--- src/rtl/abus_fifo_slave.sv ---
// abus_fifo_slave: abus slave exposing a 4-word register window
// (DATA / STATUS / CTRL / THR) in front of a posted-write FIFO that drains
// to a valid/ready stream consumer.
// Optional feature macro: ABUS_FIFO_SLAVE_IRQ_EN enables the threshold/overflow
// level interrupt and the THR register; without it irq is tied low and THR
// reads as zero.
module abus_fifo_slave #(
  parameter int  START_ADDR = 0,
  parameter int  ADDR_WIDTH = 16,
  parameter int  DATA_WIDTH = 16,
  parameter int  DEPTH      = 8,
  parameter int  WAIT_STATE = 0,
  localparam int SK_SIZE    = $clog2(DATA_WIDTH + 1)
) (
  input  logic                  abus_clk,
  input  logic                  abus_rst,
  input  logic                  abus_sreq,
  input  logic                  abus_swrite,
  input  logic                  abus_sread,
  input  logic                  abus_sabort,
  input  logic [ADDR_WIDTH-1:0] abus_saddress,
  input  logic [DATA_WIDTH-1:0] abus_swdata,
  input  logic [SK_SIZE-1:0]    abus_sstrb,
  input  logic [SK_SIZE-1:0]    abus_skeep,
  output logic                  abus_sack,
  output logic [DATA_WIDTH-1:0] abus_srdata,
  output logic                  m_valid,
  output logic [DATA_WIDTH-1:0] m_data,
  input  logic                  m_ready,
  output logic                  irq
);

  localparam int PW = $clog2(DEPTH);
  localparam int CW = PW + 1;
  localparam logic [ADDR_WIDTH:0] WIN_LO     = (ADDR_WIDTH + 1)'(START_ADDR);
  localparam logic [ADDR_WIDTH:0] WIN_HI     = (ADDR_WIDTH + 1)'(START_ADDR + 4);
  localparam logic [CW-1:0]       FULL_COUNT = CW'(DEPTH);

  typedef enum logic [1:0] {S_IDLE, S_WAIT, S_ACK} state_t;

  state_t                state, state_nxt;
  logic [2:0]            wait_cnt;
  logic [ADDR_WIDTH:0]   addr_ext, addr_rel;
  logic                  hit;
  logic [1:0]            req_off;
  logic                  req_wr;
  logic [DATA_WIDTH-1:0] req_wdata;
  logic                  acc_fire, wr_fire;
  logic                  push_req, push_ok, pop, flush, clr_ovf;
  logic                  full, empty;
  logic [DATA_WIDTH-1:0] mem [DEPTH];
  logic [PW-1:0]         rd_ptr, wr_ptr, rd_ptr_nxt;
  logic [CW-1:0]         count, count_nxt;
  logic                  ovf;
  logic [DATA_WIDTH-1:0] head_nxt, status, rd_mux;
  logic                  unused_inputs;

`ifdef ABUS_FIFO_SLAVE_IRQ_EN
  logic [CW-1:0] thr;
  logic          thr_wr;
`endif

  // Window decode; the extra address bit keeps START_ADDR+4 from wrapping
  assign addr_ext      = {1'b0, abus_saddress};
  assign addr_rel      = addr_ext - WIN_LO;
  assign hit           = abus_sreq & (abus_sread ^ abus_swrite) &
                         (addr_ext >= WIN_LO) & (addr_ext < WIN_HI);
  assign unused_inputs = ^{abus_sstrb, abus_skeep, addr_rel[ADDR_WIDTH:2]};

  // Access completes only in ACK and only if not aborted that same cycle
  assign acc_fire = (state == S_ACK) & ~abus_sabort;
  assign wr_fire  = acc_fire & req_wr;
  assign push_req = wr_fire & (req_off == 2'd0);
  assign flush    = wr_fire & (req_off == 2'd2) & req_wdata[0];
  assign clr_ovf  = wr_fire & (req_off == 2'd2) & req_wdata[1];
  assign full     = (count == FULL_COUNT);
  assign empty    = (count == '0);
  assign pop      = ~empty & m_ready;
  assign push_ok  = push_req & ~full;
  assign m_valid  = ~empty;

  // FSM state register
  always_ff @(posedge abus_clk or posedge abus_rst) begin
    if (abus_rst) state <= S_IDLE;
    else          state <= state_nxt;
  end

  // FSM next-state logic
  always_comb begin
    state_nxt = state;
    case (state)
      S_IDLE: if (hit && !abus_sabort) state_nxt = (WAIT_STATE > 0) ? S_WAIT : S_ACK;
      S_WAIT: begin
        if (abus_sabort)                           state_nxt = S_IDLE;
        else if (int'(wait_cnt) >= WAIT_STATE - 1) state_nxt = S_ACK;
      end
      S_ACK:   state_nxt = S_IDLE;
      default: state_nxt = S_IDLE;
    endcase
  end

  // FSM outputs: ack pulse and read data gated to the ack cycle
  always_comb begin
    abus_sack   = 1'b0;
    abus_srdata = '0;
    if (acc_fire) begin
      abus_sack = 1'b1;
      if (!req_wr) abus_srdata = rd_mux;
    end
  end

  // Wait-state counter, running only while in WAIT
  always_ff @(posedge abus_clk or posedge abus_rst) begin
    if (abus_rst)              wait_cnt <= '0;
    else if (state == S_WAIT)  wait_cnt <= wait_cnt + 3'd1;
    else                       wait_cnt <= '0;
  end

  // Capture the accepted request so the master's bus may change afterwards
  always_ff @(posedge abus_clk or posedge abus_rst) begin
    if (abus_rst) begin
      req_off   <= '0;
      req_wr    <= 1'b0;
      req_wdata <= '0;
    end else if (state == S_IDLE && hit && !abus_sabort) begin
      req_off   <= addr_rel[1:0];
      req_wr    <= abus_swrite;
      req_wdata <= abus_swdata;
    end
  end

  // STATUS layout: ovf, full, empty in the top three bits, count zero-extended below
  always_comb begin
    status                 = '0;
    status[DATA_WIDTH-1]   = ovf;
    status[DATA_WIDTH-2]   = full;
    status[DATA_WIDTH-3]   = empty;
    status[CW-1:0]         = count;
  end

  // Register read mux; DATA and CTRL read as zero
  always_comb begin
    rd_mux = '0;
    case (req_off)
      2'd1: rd_mux = status;
`ifdef ABUS_FIFO_SLAVE_IRQ_EN
      2'd3: rd_mux = DATA_WIDTH'(thr);
`endif
      default: rd_mux = '0;
    endcase
  end

  // Next head word: a push landing where the head will be bypasses the array
  always_comb begin
    rd_ptr_nxt = rd_ptr + PW'(pop);
    count_nxt  = count;
    if (push_ok) count_nxt = count_nxt + CW'(1);
    if (pop)     count_nxt = count_nxt - CW'(1);
    head_nxt = '0;
    if (!flush && count_nxt != '0)
      head_nxt = (push_ok && wr_ptr == rd_ptr_nxt) ? req_wdata : mem[rd_ptr_nxt];
  end

  // FIFO storage array
  always_ff @(posedge abus_clk) begin
    if (push_ok) mem[wr_ptr] <= req_wdata;
  end

  // FIFO pointers, occupancy, registered head word and sticky overflow
  always_ff @(posedge abus_clk or posedge abus_rst) begin
    if (abus_rst) begin
      rd_ptr <= '0;
      wr_ptr <= '0;
      count  <= '0;
      ovf    <= 1'b0;
      m_data <= '0;
    end else begin
      if (flush) begin
        rd_ptr <= '0;
        wr_ptr <= '0;
        count  <= '0;
      end else begin
        if (push_ok) wr_ptr <= wr_ptr + PW'(1);
        rd_ptr <= rd_ptr_nxt;
        count  <= count_nxt;
      end
      m_data <= head_nxt;
      if (clr_ovf)              ovf <= 1'b0;
      else if (push_req && full) ovf <= 1'b1;
    end
  end

`ifdef ABUS_FIFO_SLAVE_IRQ_EN
  assign thr_wr = wr_fire & (req_off == 2'd3);

  // Threshold register and registered level interrupt
  always_ff @(posedge abus_clk or posedge abus_rst) begin
    if (abus_rst) begin
      thr <= '0;
      irq <= 1'b0;
    end else begin
      if (thr_wr) thr <= req_wdata[CW-1:0];
      irq <= ((thr != '0) && (count >= thr)) || ovf;
    end
  end
`else
  assign irq = 1'b0;
`endif

endmodule

--- config.mk ---
export PLATFORM = sky130hd
export DESIGN_NAME = abus_fifo_slave
export DESIGN_NICKNAME = d
export VERILOG_FILES = /design/src/rtl/abus_fifo_slave.sv
export SDC_FILE = /design/constraint.sdc
export NUM_CORES = 1
export LEC_CHECK = 0
export CAP_MARGIN = 20
export CORE_MARGIN = 1.5
export CORE_UTILIZATION = 57
export DETAILED_ROUTE_END_ITERATION = 16
export GPL_ROUTABILITY_DRIVEN = 0
export PLACE_DENSITY = 0.81
export SLEW_MARGIN = 20
export SYNTH_ARGS = -nofsm -noshare
export SYNTH_HDL_FRONTEND = slang
export SYNTH_SLANG_ARGS = --single-unit
--- constraint.sdc ---
create_clock -name abus_clk -period 8.5 [get_ports abus_clk]
set_input_delay 2.55 -clock abus_clk [delete_from_list [all_inputs] [get_ports abus_clk]]
set_output_delay 2.55 -clock abus_clk [all_outputs]
set_load 0.05 [all_outputs]
==> metrics.md <==
| Metric | Value |
|---|---|
| Result of the run | `finished clean` |
| Final Skew | `0.009991 ns` |
| Via count | `3944` |
| Number of levels the H-tree was split into | `4` |
| Final WL | `14190 um` |
| Fraction of final layout cells with drive strength greater than 1 | `0.2440` |
| Root buf cell | `sky130_fd_sc_hd__clkbuf_16` |
| Sequential cell area fraction in the yosys report | `0.6882` |
| Max Clk Rate | `0.1440 GHz` |
| Unrepaired setup endpoints after global routing | `false` |
| Mean area per synthesized cell | `17.41 um^2` |
| Tmin final | `6.943 ns` |
| Capture point of the worst reg-to-reg path | `m_data[6]` |
| Residual overflow from global routing | `0` |
| Async S/R FF share, synth | `0.2686` |
| Initial antenna violation count | `0` |
| HPWL Detailed | `8273 um` |
| Chip height | `116.1 um` |
| Rows | `41` |
| Power density over the cells | `200.0 nW/um^2` |
| CORE AREA | `12570 um^2` |
| Number of buffers inserted to repair setup after CTS | `0` |
| Most frequent CP cell | `sky130_fd_sc_hd__clkdlybuf4s50_1` |
| Hold crit path type | `flop to flop` |
| Met1 Usage GRT | `0.2765` |
| Total of cells resized after clock tree synthesis | `0` |
| First-pass GRT wire length | `21630 um` |
| Fin. Hold Viols | `0` |
| Mux cell area share after synthesis | `0.1547` |
| Hold buffers post-CTS | `0` |
| Iteration-0 DRC count of the detailed router | `280` |
| Dpl cell area | `8071 um^2` |
| Slowest stage cell on the critical path | `sky130_fd_sc_hd__clkdlybuf4s50_1` |
| Met3 track demand over resource in global routing | `0.06642` |
| CTS Sinks | `175` |
| Maximum vdd ir drop | `0.1939 mV` |
| Clock insertion delay at the later pin of the skew report | `0.43 ns` |
| EDFF count, synth | `128` |
| Floorplan die area | `13490 um^2` |
| Static Leakage | `3.376 nW` |
| Fillcell total | `830` |
| # diodes | `0` |
| Buffer depth of the longest clock path | `2` |
| Top cell types by occurrence after synthesis | `128 x sky130_fd_sc_hd__edfxtp_1, 47 x sky130_fd_sc_hd__dfrtp_1, 32 x sky130_fd_sc_hd__mux4_2` |
| Top cell type's share of synthesized area | `0.5269` |
| Placed Cells incl. Taps | `634` |
| Sequence of cells on the critical path | `clkdlybuf4s50_1, nor2b_1, and3_1, and2_2, clkdlybuf4s50_1` |
| Critical path data arrival time | `4.39 ns` |
| Required time reported for the critical path endpoint | `5.95 ns` |
| X dimension of the die | `116.1 um` |
| Worst max-slew margin expressed relative to the limit | `0.2883` |
| Critical Path Source Type | `input port` |
| Final core utilization | `0.6942` |
| Count of max-cap constraint violations | `0` |
| Number of buffers inserted by port buffering | `63` |
| Total standard cell area after synthesis | `7294 um^2` |
| Number of cells produced by synthesis | `419` |
| Beginning of the critical path | `abus_sabort` |
| Post-route design area | `8725 um^2` |
| Reg-to-reg slack, setup | `4.15 ns` |
| NumNets Final | `538` |
| TritonCTS clock tree | `built` |
| Capturing element type of the critical path | `output port` |
| Starting Density | `0.5804` |
| Launching point of the worst reg2reg path | `count[0]` |
| GR peak layer | `met2` |
| Total of flip-flops plus latches after synthesis | `175` |
| Prevailing post-synth register cell | `sky130_fd_sc_hd__edfxtp_1` |
| CP Max Fanout | `4` |
| Number of non-filler instances in the completed layout | `668` |
| Crit path largest cell delay | `0.80 ns` |
| Detailed-router iteration count before antenna repair | `4` |
| Number of slew-limit violations in the final report | `0` |
| WS Path Type | `input port to output port` |
| Post-route clock period utilization | `0.8168` |
| Post-synthesis compound-gate area fraction | `0.03962` |
| Worst-margin pin slew | `1.066 ns` |
| Maximum number of pins on one net before global-route repair | `48` |
| Setup TNS after final layout | `0 ns` |
| Endpoints failing setup | `0` |
| Depth of the most critical reg-to-reg path | `13` |
| Wire length per cell after detailed routing | `21.24 um` |
| # IOs | `84` |
| Main combinational cell family by area after synthesis | `multiplexers` |
| Residual antenna-violating net count after detailed routing | `0` |
| Dominant cells by area after synthesis | `sky130_fd_sc_hd__edfxtp_1 53%, sky130_fd_sc_hd__dfrtp_1 16%, sky130_fd_sc_hd__mux4_2 9.9%, sky130_fd_sc_hd__mux2_2 2.6%, sky130_fd_sc_hd__mux2i_1 2.5%` |
| Area growth from synthesis to layout | `19.61%` |
| Synth cell types | `52` |
| Worst-path clk slew | `0.07 ns` |
| TritonCTS Buffers | `17` |
| Adder-Cell Fraction of Synth Area | `0.01029` |
| Number of warnings issued by yosys | `0` |
| Post-detailed-route via-to-cell ratio | `5.904` |
| Met2 routing resource usage after global routing | `0.4016` |
| Overall fraction of global-route tracks in use | `0.2295` |
| Largest area contributor in the synthesized netlist | `sky130_fd_sc_hd__edfxtp_1` |
| Vias in the first global route | `4038` |
| Synthesized-area fraction occupied by xor and xnor cells | `0.01184` |
| Capture point of the worst path | `abus_srdata[2]` |
| Most repeated cell in the gate-level netlist after synthesis | `sky130_fd_sc_hd__edfxtp_1` |
| DRC violations left | `0` |
| Area fraction in and, or, nand and nor cells after synthesis | `0.06449` |
[state kept, by name, indices dropped and copies added (netlist names)]
signal,flops
req_off,2
req_wdata,16
wr_ptr,3
state,1
rd_ptr,3
req_wr,1
ovf,1
m_data,16
count,4
mem,128
[routing by layer]
metal  up-vias  wire length, um
li1       1727                -
met1      2040             5490
met2       152             7614
met3        25              861
met4         0              219
met5         -                0
[power breakdown]
group | leakage (nW) | switching, W | internal (W)
Clock | 0.296 | 0.000336 | 0.000468
Sequential | 2.14 | 0.0000000838 | 0.000907
Combinational | 0.936 | 0.0000173 | 0.0000161
[area by class of cell]
type	count	area, um^2	area share
Sequential cell	175	5020	0.5754
Multi-Input combinational cell	217	2182	0.2501
Timing Repair Buffer	68	683.2	0.07830
Clock buffer	18	429.2	0.04919
Tap cell	172	215.2	0.02467
Clock inverter	14	178.9	0.02051
Inverter	4	16.27	0.001864
[placed cells by master (no fill, tap or decap), drive strengths merged, types with 3 or more instances in the layout]
master / n
a21oi: 34
and2: 9
buf: 5
bufinv: 3
clkbuf: 18
clkdlybuf4s50: 63
clkinv: 5
conb: 10
dfrtp: 47
edfxtp: 128
ha: 6
inv: 9
mux2: 19
mux2i: 19
mux4: 32
nand2: 10
nand3: 3
nor2: 27
nor3: 10
nor4: 6
xnor2: 3
xor2: 6
[critical path, delay by kind of cell]
family | cells | cell delay (ns)
buffers and inverters | 2 | 1.26
and+or+nand+nor | 3 | 0.58
[how the worst min path moves through the flow]
stage / start / end / slack [ns] / cells after the start
4_1_cts: ovf / ovf / 0.54 / 2
3_3_place_gp: ovf / ovf / 0.50 / 2
2_1_floorplan: ovf / ovf / 0.46 / 2
6_report: ovf / ovf / 0.53 / 2
5_1_grt: ovf / ovf / 0.59 / 2
3_5_place_dp: ovf / ovf / 0.52 / 2
[stage by stage]
step / setup slack [ns] / power [W] / hold WS (ns)
global route: 1.487 / 0.001787 / 0.5901
CTS: 1.553 / 0.001753 / 0.5378
finish: 1.557 / 0.001745 / 0.5326
detailed placement: 1.562 / 0.0009586 / 0.5223
global placement: 1.618 / 0.0009578 / 0.5006
floorplan: 1.710 / 0.0009426 / 0.4611
[kinds of logic after synthesis]
kind of cell,Yosys count
flip-flops,175
AND/OR/NAND/NOR,80
multiplexers,70
AO/OA/AOI/OAI,42
buffers and inverters,36
XOR/XNOR,9
adder cells (fa/ha/maj),6
other,1
(Power assumes the default switching activity.)
